File: config.mk
export PLATFORM = sky130hd
export DESIGN_NAME = ysyx_22041207_if_id_queue
export DESIGN_NICKNAME = d
export VERILOG_FILES = /design/src/rtl/ysyx_22041207_defs.sv /design/src/rtl/ysyx_22041207_ifq_ram.sv /design/src/rtl/ysyx_22041207_if_id_queue.sv
export SDC_FILE = /design/constraint.sdc
export NUM_CORES = 1
export LEC_CHECK = 0
export CAP_MARGIN = 20
export CORE_ASPECT_RATIO = 0.9
export CORE_UTILIZATION = 41
export DETAILED_ROUTE_END_ITERATION = 10
export HOLD_SLACK_MARGIN = 0.02
export PLACE_DENSITY = 0.73
export RECOVER_POWER = 25
export SLEW_MARGIN = 30
export SYNTH_ARGS = -nofsm -noshare
export SYNTH_HDL_FRONTEND = slang
export SYNTH_SLANG_ARGS = --single-unit
File: constraint.sdc
create_clock -name clk -period 12.1 [get_ports clk]
set_clock_uncertainty 0.15 [all_clocks]
set_input_delay 1.815 -clock clk [delete_from_list [all_inputs] [get_ports clk]]
set_output_delay 1.815 -clock clk [all_outputs]
set_load 0.005 [all_outputs]
File: src/rtl/ysyx_22041207_defs.sv
// Shared constants for the fetch/decode front end: NOP encoding, boot pc,
// and the pointer-width helper used by the instruction queue.
package ysyx_22041207_defs;

  localparam logic [31:0] NOP_INST = 32'h00000013;
  localparam logic [63:0] RESET_PC = 64'h80000000;

  // One extra pointer bit distinguishes full from empty when the low bits match.
  function automatic int ptr_w(input int depth);
    return $clog2(depth) + 1;
  endfunction

endpackage

File: src/rtl/ysyx_22041207_ifq_ram.sv
// Instruction queue storage: DEPTH x W register array, one write port, one async read port.
// Write lands on the clock edge; read data follows the read address combinationally.
module ysyx_22041207_ifq_ram #(
  parameter int DEPTH = 2,
  parameter int W     = 97
) (
  input  logic                       clk,
  input  logic                       i_we,
  input  logic [$clog2(DEPTH)-1:0]   i_waddr,
  input  logic [W-1:0]               i_wdata,
  input  logic [$clog2(DEPTH)-1:0]   i_raddr,
  output logic [W-1:0]               o_rdata
);

  logic [W-1:0] r_mem [DEPTH];

  always_ff @(posedge clk) begin
    if (i_we) begin
      r_mem[i_waddr] <= i_wdata;
    end
  end

  assign o_rdata = r_mem[i_raddr];

endmodule

File: src/rtl/ysyx_22041207_if_id_queue.sv
// Fetch->decode instruction FIFO with one-cycle flush; 1-cycle latency, in_ready never depends on out_ready.
// Optional IFQ_BYPASS_EN forwards fetch straight to decode when the queue is empty (0-cycle latency).
module ysyx_22041207_if_id_queue
  import ysyx_22041207_defs::*;
#(
  parameter int DEPTH  = 2,
  parameter int PC_W   = 64,
  parameter int INST_W = 32
) (
  input  logic                       clk,
  input  logic                       rst,
  input  logic                       in_valid,
  output logic                       in_ready,
  input  logic [PC_W-1:0]            in_pc,
  input  logic [INST_W-1:0]          in_inst,
  input  logic                       flush,
  output logic                       out_valid,
  input  logic                       out_ready,
  output logic [PC_W-1:0]            out_pc,
  output logic [INST_W-1:0]          out_inst,
  output logic                       out_misalign,
  output logic [$clog2(DEPTH):0]     count
);

  localparam int PTR_W = ptr_w(DEPTH);
  localparam int AW    = PTR_W - 1;
  localparam int EW    = PC_W + INST_W + 1;
  localparam logic [INST_W-1:0] EMPTY_INST = (INST_W == 32) ? INST_W'(NOP_INST) : '0;

  logic [PTR_W-1:0] r_wr_ptr;
  logic [PTR_W-1:0] r_rd_ptr;
  logic             w_empty;
  logic             w_full;
  logic             w_bypass;
  logic             w_push;
  logic             w_pop;
  logic [EW-1:0]    w_wdata;
  logic [EW-1:0]    w_rdata;

  assign w_empty = (r_wr_ptr == r_rd_ptr);
  assign w_full  = (r_wr_ptr[AW] != r_rd_ptr[AW]) &&
                   (r_wr_ptr[AW-1:0] == r_rd_ptr[AW-1:0]);

`ifdef IFQ_BYPASS_EN
  assign w_bypass = w_empty && in_valid && !flush;
`else
  assign w_bypass = 1'b0;
`endif

  assign in_ready  = !w_full && !flush;
  assign out_valid = (!w_empty && !flush) || w_bypass;
  assign w_pop     = !w_empty && !flush && out_ready;
  // A bypassed entry consumed by decode this cycle never touches storage.
  assign w_push    = in_valid && in_ready && !(w_bypass && out_ready);

  assign w_wdata = {(in_pc[1:0] != 2'b00), in_pc, in_inst};

  ysyx_22041207_ifq_ram #(
    .DEPTH (DEPTH),
    .W     (EW)
  ) u_ram (
    .clk     (clk),
    .i_we    (w_push),
    .i_waddr (r_wr_ptr[AW-1:0]),
    .i_wdata (w_wdata),
    .i_raddr (r_rd_ptr[AW-1:0]),
    .o_rdata (w_rdata)
  );

  always_comb begin
    out_pc       = '0;
    out_inst     = EMPTY_INST;
    out_misalign = 1'b0;
    if (w_bypass) begin
      out_pc       = in_pc;
      out_inst     = in_inst;
      out_misalign = (in_pc[1:0] != 2'b00);
    end else if (!w_empty) begin
      {out_misalign, out_pc, out_inst} = w_rdata;
    end
  end

  assign count = r_wr_ptr - r_rd_ptr;

  always_ff @(posedge clk or posedge rst) begin
    if (rst) begin
      r_wr_ptr <= '0;
      r_rd_ptr <= '0;
    end else if (flush) begin
      r_rd_ptr <= r_wr_ptr;
    end else begin
      if (w_push) r_wr_ptr <= r_wr_ptr + 1'b1;
      if (w_pop)  r_rd_ptr <= r_rd_ptr + 1'b1;
    end
  end

endmodule

# After elaboration in Yosys (flattened, before gate mapping)
# Memory sizes are Yosys's and may differ from the RTL's.
# Cells that the tools add are included.
[totals] reg_bits=4 mem_bits_rw=194 inputBits=101 out_inout_bits=101 wordCells=28 memories=1
[mem_list] name="u_ram.r_mem" words=2 word_bits=97 rd=1 rd_clocked_by_memory_dff=0 wr=1 line="ysyx_22041207_ifq_ram.sv:15" text="logic [W-1:0] r_mem [DEPTH];"
[op_classes] addsub=3 n_eq_ne=3 mux=7 n_bitwise=1 reduce_logical=11
[op_table] op="$mux 64" count=1
[op_table] op="$mux 32" count=1
[op_table] op="$logic_and 1x1->1" count=5
[op_table] op="$add 2x1->2 const B" count=2
[op_table] op="$mux 2" count=2
[op_table] op="$reduce_bool 2->1" count=2
[op_table] op="$logic_not 1->1" count=3
[op_table] op="$mux 1" count=3
[op_table] op="$eq 2x2->1" count=1
[op_table] op="$reduce_and 2->1" count=1
[op_table] op="$sub 2x2->2" count=1
[op_table] op="$eq 1x1->1" count=1
[op_table] op="$ne 1x1->1" count=1
[op_table] op="$not 1->1" count=1

# Longest topological paths before layout
[depth] word_depth=7 ltp_mapped=7 mapped_depth_nobuf=5

# Hierarchy
# A second synthesis with hierarchy kept.
[hier_totals] cells_unflattened=448 area_unflattened_um2=8130.3
[by_module_without_submodules] mod="ysyx_22041207_ifq_ram" n_inst=1 cells_each=304 area_each_um2=7129.3 seq_area_each_um2=5825.6
[by_module_without_submodules] mod="ysyx_22041207_if_id_queue" n_inst=1 cells_each=144 area_each_um2=1001.0 seq_area_each_um2=100.1

# Least setup slack after synthesis
# OpenSTA, ideal clock, no wires.
[synth_path] path_type="input-to-reg" startpoint="input port flush" endpoint="memory u_ram.r_mem[0][0] (enable)" setup_ns=0.673 arrival_time_ns=8.566 required_time_ns=11.277 path_slack_ns=2.712 cell_stages=2 path_buffers=0 path_cell_list="nand2b_1 -> nor3_1"
[synth_via] elab_chain_len=5
[synth_lines] element="start: declaration" line="ysyx_22041207_if_id_queue.sv:16" text="input logic flush,"
[synth_lines] element="$logic_not 1->1" line="ysyx_22041207_if_id_queue.sv:50" text="assign in_ready = !w_full && !flush;"
[synth_lines] element="$logic_and 1x1->1" line="ysyx_22041207_if_id_queue.sv:50"
[synth_lines] element="$logic_and 1x1->1" line="ysyx_22041207_if_id_queue.sv:54" text="assign w_push = in_valid && in_ready && !(w_bypass && out_ready);"
[synth_lines] element="$mux 1" line="ysyx_22041207_ifq_ram.sv:18" text="if (i_we) begin"
[synth_lines] element="$mux 1 (implied by the code)" line="ysyx_22041207_ifq_ram.sv:19" text="r_mem[i_waddr] <= i_wdata;"
[synth_lines] element="end: declaration" line="ysyx_22041207_ifq_ram.sv:15"
# No other way between the ends.

# Final worst setup path
[layout_path] startpoint="register r_rd_ptr[0]" endpoint="output port out_pc[6]"
[layout_via] elab_chain_len=2 word_cells_on_any_way=3 classes_between="eq/ne (1); mux (1); memory (1)"
[layout_lines] element="start: declaration" line="ysyx_22041207_if_id_queue.sv:31" text="logic [PTR_W-1:0] r_rd_ptr;"
[layout_lines] element="start signal: assignment" line="ysyx_22041207_if_id_queue.sv:90" text="r_rd_ptr <= r_wr_ptr;"
[layout_lines] element="start signal: assignment" line="ysyx_22041207_if_id_queue.sv:93" text="if (w_pop) r_rd_ptr <= r_rd_ptr + 1'b1;"
[layout_lines] element="$mem_v2 2x97 or $eq 2x2->1 (tied branches)"
[layout_lines] element="$mux 64 *" line="ysyx_22041207_if_id_queue.sv:78" text="end else if (!w_empty) begin"
[layout_lines] element="end: declaration" line="ysyx_22041207_if_id_queue.sv:19" text="output logic [PC_W-1:0] out_pc,"
# Mark *: on every way between the ends. The rest lies on a longest branch, timed or not.

==> metrics <==
Fin. Hold Viols 0; clk_lat worst skew 0.42 ns; synthesized area per cell 17.0 um^2; Peak VDD IR 0.188 mV; Warnings, synthesis 0; kind of critical path flop to primary output; TNS Setup 0 ns; RSZ-0062 raised after global routing no; Initial Util 0.426; status finished clean; startpoint types flop; final hold slack 0.473 ns; die span in x 146 um; Inst Count DP 872; DRT Wirelength 14.8 mm; fillers 1386; Final Max Tran Viols 0; DRC viols 0; Synth Register Bits 198; Vias 4364; cts bufs inserted 17; Achievable Freq 172 MHz; area grow syn2layout 36.4%; Synth Instances 448; clock tree from TritonCTS yes; Final setup violation count 0; clk slew on worst S/H paths 0.07 ns; NumNets Final 753; Netlist Area Pre-Place 0.00763 mm^2; required time worst endpoint 10.14 ns; DP Wirelength 9.57 mm; grt ovf 0; Hold/Removal Path Class flop to flop; switch share 0.310; Synth Area in Compound Gates 0.00804; row cnt 46; Clock H-tree levels 4; Mapped Nets 550; Yosys top cell area share 0.764; total track usage 0.159; Worst-Margin Slew 0.814 ns; max_cap viols 0; # clock sinks 198; Post-Synth XOR/XNOR Area 0.00558; largest family of logic cells by synthesized area multiplexers; multiplexer share of the synthesized area 0.129; Leak 3.73 nW; die area 0.0192 mm^2; Clock power frac 0.196; vias per cell 4.82; DR WL/cell 16.3 um; initial antenna violation count 4; DRT Pass-1 Iters 4; PD cells 254 mW/mm^2; Final Critical Period 5.81 ns; sequential share of power 0.361; die height 131 um; CP Max Fanout 70; cell internal pwr 1.82 mW; largest net degree at the start of global routing 71; Tot Pwr 2.64 mW; cell area after layout 0.0104 mm^2; post-synthesis simple-gate area fraction 0.0584; I/O pin cnt 202; CP Data Arrival Time 3.84 ns; Slew headroom 0.457; non-filler cells in the finished layout 905; Yosys top cell by area edfxtp_1; final antenna-violating net count 0; Post-Synth Adder-Cell Area 0.00164; library cells used by synthesis 26; vias in the first global route 4482; fin crit share 0.480; first-pass GRT wire length 23.1 mm; net switching power figure 0.820 mW; post-cts sizing count 0; Cell Area, Placed 0.00986 mm^2; GP Congestion 0.751; Synth area leaders edfxtp_1, mux2i_1, nor2_1; CTS root buffer clkbuf_16; CTS Buffer Depth 2; post-CTS setup repair buffer count 0; share of layout cells above drive strength 1 0.0574; post-synthesis sequential area ratio 0.777; area of the core 0.0179 mm^2; Comb pwr share 0.443; CTS hold repair buffers 0; CP endpoint kind primary output; initial drt markers 255; port buffer count 201
## layout by cell type (no fill, tap or decap), drive strengths merged, types with 2 or more instances in the layout
cell type and n:
mux2i 98, dlygate4sd3 63, nor2 101, o21ai 3, inv 6, dfrtp 4
clkdlybuf4s50 138, a31oi 2, nand3 2, edfxtp 194, a21oi 2, buf 6
clkinvlp 2, xnor2 3, clkbuf 19, diode 3, clkinv 5
## through the flow
stage | util | worst slack, ns
CTS | 0.581 | 6.22
floorplan | - | 2.71
finish | 0.581 | 6.29
global route | 0.581 | 5.97
detailed placement | 0.551 | 6.69
global placement | 0.551 | 6.81
## power by group through the flow
stage | clock network (mW) | registers (mW) | logic (mW)
floorplan | 0 | 0.945 | 0.575
global placement | 0 | 0.964 | 1.17
detailed placement | 0 | 0.971 | 1.19
CTS | 0.535 | 0.956 | 1.20
global route | 0.564 | 0.966 | 1.26
finish | 0.519 | 0.954 | 1.17
## critical path, stage by stage, from the launching register on
cell and delay, ns:
dfrtp_4 0.94, ha_1 0.37, inv_1 0.19, nor2_4 0.53, buf_4 0.67, nor2_1 0.15, clkdlybuf4s50_1 0.48
## cell type report
class | instances | area, um^2 | share of cell area
repair buffers | 207 | 2060 | 0.198
clock inverters | 11 | 101 | 0.00974
flip-flops and latches | 198 | 5930 | 0.570
well taps | 240 | 300 | 0.0289
diodes | 3 | 7.51 | 0.000721
inverters | 3 | 11.3 | 0.00108
multi-input cells | 224 | 1560 | 0.150
clock buffers | 19 | 433 | 0.0416
## kinds of logic (layout without fill, tap and decap cells)
| kind of cell | count (synthesis) | after routing |
|---|---|---|
| AOI/OAI and AO/OA | 10 | 10 |
| adders and majority gates | 1 | 1 |
| muxes | 98 | 98 |
| buffers and inverters | 26 | 240 |
| and+or+nand+nor | 111 | 111 |
| other | 0 | 3 |
| xor gates and xnor gates | 4 | 4 |
| DFF | 198 | 198 |
## flip-flops by register name (all words and copies together), names as in the netlist
| register | flops |
|---|---|
| u_ram.r_mem | 194 |
| r_rd_ptr | 2 |
| r_wr_ptr | 2 |
## path summary, 6_finish.rpt
kind	startpoint	cells past startpoint	end	slack [ns]
hold reg to reg	r_wr_ptr[0]$_DFFE_PP0P_	2	r_rd_ptr[0]$_DFFE_PP0P_	0.47
setup reg to reg	r_rd_ptr[0]$_DFFE_PP0P_	5	u_ram.r_mem[0][16]$_DFFE_PP_	9.01
hold / removal	r_wr_ptr[0]$_DFFE_PP0P_	2	r_rd_ptr[0]$_DFFE_PP0P_	0.47
max in group asynchronous	rst	2	r_rd_ptr[0]$_DFFE_PP0P_	10.01
min in group asynchronous	rst	2	r_wr_ptr[0]$_DFFE_PP0P_	1.60
setup / recovery	r_rd_ptr[0]$_DFFE_PP0P_	6	out_pc[6]	6.29
## synth_stat cells
master,count
edfxtp_1,194
nor2_1,101
mux2i_1,98
buf_2,14
buf_6,6
dfrtp_1,4
clkbuf_1,3
inv_1,3
o21ai_0,3
xnor2_1,3
a21oi_1,2
a31oi_1,2
nand3_1,2
a211oi_1,1
ha_1,1
nand2b_1,1
nand3b_1,1
nand4b_1,1
nor2b_1,1
nor3_1,1
nor3b_1,1
nor4b_1,1
o22a_1,1
o31ai_1,1
or2_2,1
xor2_2,1
## routing by layer
metal  vias up  routed length, um  track usage  part of all wire
li1       2069                  -            -                 -
met3        28                970       0.0542             0.066
met4         2                307       0.0684             0.021
met1      2113               6130        0.187              0.41
met2       152               7370        0.266              0.50
met5         -                 13            0           0.00088
Power figures use the tool's default switching activity.
